===== config.mk =====
export PLATFORM = sky130hd
export DESIGN_NAME = rr_arbiter_fourbyone
export DESIGN_NICKNAME = d
export VERILOG_FILES = /design/src/rtl/rr_arbiter_fourbyone_pkg.sv /design/src/rtl/rr_arbiter_fourbyone_mux.sv /design/src/rtl/rr_arbiter_fourbyone.sv
export SDC_FILE = /design/constraint.sdc
export NUM_CORES = 1
export LEC_CHECK = 0
export ABC_AREA = 0
export BUFFER_PORTS_ARGS = -buffer_cell sky130_fd_sc_hd__buf_2
export CAP_MARGIN = 40
export CORE_MARGIN = 2
export CORE_UTILIZATION = 39
export CTS_CLUSTER_SIZE = 25
export DETAILED_ROUTE_END_ITERATION = 16
export PLACE_DENSITY = 0.74
export SLEW_MARGIN = 20
export SYNTH_ARGS = -nofsm -noshare
export SYNTH_HDL_FRONTEND = slang
export SYNTH_SLANG_ARGS = --single-unit

===== constraint.sdc =====
create_clock -name clk -period 2 [get_ports clk]
set_input_delay 0.2 -clock clk [delete_from_list [all_inputs] [get_ports clk]]
set_output_delay 0.2 -clock clk [all_outputs]
set_load 0.005 [all_outputs]

===== src/rtl/rr_arbiter_fourbyone_pkg.sv =====
// Shared definitions for the four-requester round-robin arbiter.
// Holds FSM encodings, sizes and the rotating-priority winner search.
package rr_arbiter_fourbyone_pkg;

   localparam int NUM_REQ = 4;
   localparam int SEL_W   = 2;

   localparam logic IDLE = 1'b0;
   localparam logic BUSY = 1'b1;

   typedef struct packed {
      logic             found;
      logic [SEL_W-1:0] idx;
   } rr_win_t;

   // First set bit of ereq scanning ptr, ptr+1, ptr+2, ptr+3 (mod 4).
   function automatic rr_win_t rr_pick(
      input logic [NUM_REQ-1:0] ereq,
      input logic [SEL_W-1:0]   ptr
   );
      rr_win_t          res;
      logic [SEL_W-1:0] cand;
      res = '0;
      for (int i = 0; i < NUM_REQ; i++) begin
         cand = ptr + SEL_W'(i);
         if (!res.found && ereq[cand]) begin
            res.found = 1'b1;
            res.idx   = cand;
         end
      end
      return res;
   endfunction

   function automatic logic [NUM_REQ-1:0] onehot(
      input logic [SEL_W-1:0] idx
   );
      return NUM_REQ'(1) << idx;
   endfunction

endpackage


===== src/rtl/rr_arbiter_fourbyone_mux.sv =====
// Four-to-one word multiplexer, purely combinational.
// Ports: A..D data words, S select (0=A..3=D), Y selected word.
module fourbyone_multiplexer #(
   parameter int WIDTH = 8
) (
   input  logic [WIDTH-1:0] A,
   input  logic [WIDTH-1:0] B,
   input  logic [WIDTH-1:0] C,
   input  logic [WIDTH-1:0] D,
   input  logic [1:0]       S,
   output logic [WIDTH-1:0] Y
);

   always_comb begin
      Y = A;
      unique case (S)
         2'd0: Y = A;
         2'd1: Y = B;
         2'd2: Y = C;
         2'd3: Y = D;
         default: Y = A;
      endcase
   end

endmodule


===== src/rtl/rr_arbiter_fourbyone.sv =====
// Round-robin arbiter sharing one registered word channel among four
// requesters. Ports: clk, rst (sync, high), REQ, A..D, READY in;
// GNT (one-cycle grant pulse), S (source index), Y (word), VALID out.
module rr_arbiter_fourbyone
   import rr_arbiter_fourbyone_pkg::*;
#(
   parameter int WIDTH = 8
) (
   input  logic               clk,
   input  logic               rst,
   input  logic [NUM_REQ-1:0] REQ,
   input  logic [WIDTH-1:0]   A,
   input  logic [WIDTH-1:0]   B,
   input  logic [WIDTH-1:0]   C,
   input  logic [WIDTH-1:0]   D,
   input  logic               READY,
   output logic [NUM_REQ-1:0] GNT,
   output logic [SEL_W-1:0]   S,
   output logic [WIDTH-1:0]   Y,
   output logic               VALID
);

   logic               state;
   logic [SEL_W-1:0]   ptr;
   logic [NUM_REQ-1:0] ereq;
   rr_win_t            win;
   logic [WIDTH-1:0]   mux_y;
   logic               slot_free;
   logic               capture;

   // A requester being acknowledged this cycle still has REQ high;
   // masking it with GNT avoids granting it twice.
   assign ereq      = REQ & ~GNT;
   assign win       = rr_pick(ereq, ptr);
   assign slot_free = (state == IDLE) || READY;
   assign capture   = slot_free && win.found;

   fourbyone_multiplexer #(
      .WIDTH (WIDTH)
   ) u_mux (
      .A (A),
      .B (B),
      .C (C),
      .D (D),
      .S (win.idx),
      .Y (mux_y)
   );

   always_ff @(posedge clk) begin
      if (rst) begin
         state <= IDLE;
         VALID <= 1'b0;
         GNT   <= '0;
         S     <= '0;
         Y     <= '0;
         ptr   <= '0;
      end else begin
         GNT <= '0;
         if (capture) begin
            Y     <= mux_y;
            S     <= win.idx;
            GNT   <= onehot(win.idx);
            VALID <= 1'b1;
            ptr   <= win.idx + 2'd1;
            state <= BUSY;
         end else if (state == BUSY && READY) begin
            VALID <= 1'b0;
            state <= IDLE;
         end
      end
   end

endmodule


==> run_results.csv <==
group,metric,value,unit
status,outcome,"complete, but fails checks",
status,violations,"setup timing",
logic_synthesis,synth.distinct_cells,31,
clock_network,cts_buffers,3,
job,maxCapViolCount,0,
detailed_routing,avgViaCountPerCell,5.480,
logic_synthesis,ys_seq_area_share,34.04,%
die,die_x,54.63,um
detailed_routing,drc_errors,0,
sta,tns,-0.2770,ns
global_routing,overflow,0,
clock_network,path_clk_slew,0.10,ns
die,rows,18,
placed_design,dp_cells,194,
clock_network,tritoncts,"done",
logic_synthesis,synth-seq-cells,17,
sta,max_freq,484.4,MHz
detailed_routing,vias,1107,
setup_path,path_class,"flop to flop",
global_routing,grt_pass1_wl,4554,um
placed_design,place_congestion,0.8408,
logic_synthesis,synth_warnings,0,
logic_synthesis,synth_nets,149,
final_layout,finalNonFillerCells,202,
sta,fin_worst_skew,0.002851,ns
final_layout,layout-area-overhead-vs-synth,46.31,%
clock_network,h-tree-depth,1,
final_layout,layout_common_cells,"buf_2, buf_4, dfxtp_1, nor2_1",
logic_synthesis,syn_area_per_cell,9.431,um^2
clock_network,cts_root_buffer,"clkbuf_4",
setup_path,critPathArrivalTime,2.25,ns
clock_network,clock_sinks,17,
final_layout,nets,216,
setup_path,startpoint_type,"flop",
min_path,hp-class,"primary input to flop",
power,powerDensity,1080,nW/um^2
setup_path,path_max_fanout,8,
global_routing,antenna_found_initial,0,
sta,worst_slew_pin_slew,0.4062,ns
clock_network,cts_hold_buf,0,
placed_design,port_buffers,53,
power,p_leak,0.6937,nW
die,start_util,40.72,%
setup_path,crit_path_end_kind,"flop",
sta,slew_viol_final,0,
die,dieArea,2984,um^2
global_routing,grt_max_degree,17,
sta,fin_ws,-0.06460,ns
logic_synthesis,netlist_area,999.7,um^2
detailed_routing,totalWireLength,2867,um
clock_network,insertion_delay,0.29,ns
final_layout,drive_gt1_share,55.81,%
sta,slew_headroom,72.83,%
detailed_routing,wl_per_cell,14.19,um
setup_path,crit_required,2.19,ns
global_routing,grt_pass1_vias,1100,
final_layout,fin_util,59.58,%
sta,rsz0062_at_grt,"true",
placed_design,dpl.hpwl,2200,um
sta,period_minus_slack,2.065,ns
detailed_routing,drt_iter0_drc,51,
sta,fin_crit_sh,103.2,%
detailed_routing,drt_first_pass_iters,5,
die,die_h,54.63,um
placed_design,dp_slack,-0.1686,ns
die,core_region_area,2455,um^2
clock_network,cts_buffer_depth,2,
global_routing,grt.total_usage,21.23,%
detailed_routing,ant_nets,0,
final_layout,antenna_cells,0,
sta,finalSetupViolCount,8,
die,ios,54,
sta,hold_viol_final,0,
power,peakVddDrop,0.5343,mV
final_layout,final_common_cell,"buf_2",
logic_synthesis,synth_cells,106,
[final timing paths]
| path | from | endpoint | depth (start not counted) | slack [ns] |
|---|---|---|---|---|
| max | GNT[0] | Y[7] | 10 | -0.06 |
| min | rst | Y[4] | 2 | 0.25 |
| max reg2reg | GNT[0] | Y[7] | 10 | -0.06 |
| min reg2reg | S[0] | S[0] | 2 | 0.49 |
[state kept, by name, indices dropped and copies added (netlist names)]
| name | count |
|---|---|
| S | 2 |
| GNT | 4 |
| Y | 8 |
| ptr | 2 |
| state | 1 |
[synth_stat cells]
master	count	area [um^2]
nor4_1	1	6.260
or2_2	1	6.260
nor2b_2	1	8.760
or2b_2	1	8.760
nor4b_1	1	8.760
nor2_1	10	37.54
or3_1	1	6.260
clkbuf_1	5	18.77
o21ai_0	7	35.03
nand2_1	8	30.03
a31o_1	1	8.760
inv_2	2	7.510
nor2b_4	1	13.76
o21ai_1	4	20.02
nand3b_1	3	22.52
a221oi_1	1	8.760
nor3_1	3	15.01
ha_1	4	50.05
mux2i_1	9	90.09
and2b_4	2	20.02
a222oi_1	8	80.08
buf_6	2	22.52
a21oi_1	3	15.01
inv_1	1	3.750
nor3b_2	1	12.51
buf_2	1	5.000
o41ai_4	1	27.53
nor3_2	3	30.03
o32ai_4	1	27.53
dfxtp_1	17	340.3
nand2b_1	2	12.51
[cell type report]
| type | count | area (um^2) |
|---|---|---|
| Sequential cell | 17 | 344.1 |
| Multi-Input combinational cell | 78 | 650.6 |
| Timing Repair Buffer | 70 | 392.9 |
| Fill cell | 220 | 992.2 |
| Inverter | 3 | 11.26 |
| Clock buffer | 4 | 26.28 |
| Tap cell | 30 | 37.54 |
[metal layers]
| layer | global-route usage (%) | vias up | routed length [um] |
|---|---|---|---|
| met5 | 0 | - | 0 |
| met4 | 10.42 | 0 | 51 |
| met3 | 4.098 | 6 | 263 |
| met2 | 37.70 | 64 | 1407 |
| met1 | 23.87 | 516 | 1145 |
| li1 | - | 521 | - |
[where the power goes]
group	switching, mW	total, mW	internal [mW]	leakage, nW
logic	0.449	0.910	0.461	0.538
registers	0.0552	0.482	0.427	0.141
clock network	0.110	0.187	0.0776	0.0150
[critical path, stage by stage (launching register included)]
cell and delay [ns]:
dfxtp_2 0.34, buf_4 0.13, nor4b_1 0.24, a31o_1 0.17, or3_4 0.17, inv_2 0.07
ha_4 0.19, a222oi_1 0.37, o21ai_1 0.11, mux2i_1 0.13, nor2_1 0.05
[per-stage QoR]
stage	hold slack (ns)	instance area (um^2)	power [mW]
global route	0.2527	1463	1.711
CTS	0.2476	1451	1.558
finish	0.2491	1463	1.579
global placement	0.4691	1376	1.275
detailed placement	0.4784	1376	1.303
floorplan	0.2787	1042	1.048
[kinds of logic (layout without fill, tap and decap cells)]
kind of cell	after synthesis	count (layout)	synth area share, %
simple gates	39	39	23.91
compound gates	26	26	22.28
flops	17	17	34.04
buf+inv	11	77	5.757
mux	9	9	9.012
fa+ha+maj	4	4	5.006
[timing repair]
item | 4_1_cts | 5_1_grt
buffers inserted | 4 | 0
endpoints found under the setup margin | 8 | 8
resized for setup | 4 | 3
pin swaps | 10 | 7
gates cloned | 0 | 0
Power figures use the tool's default switching activity.
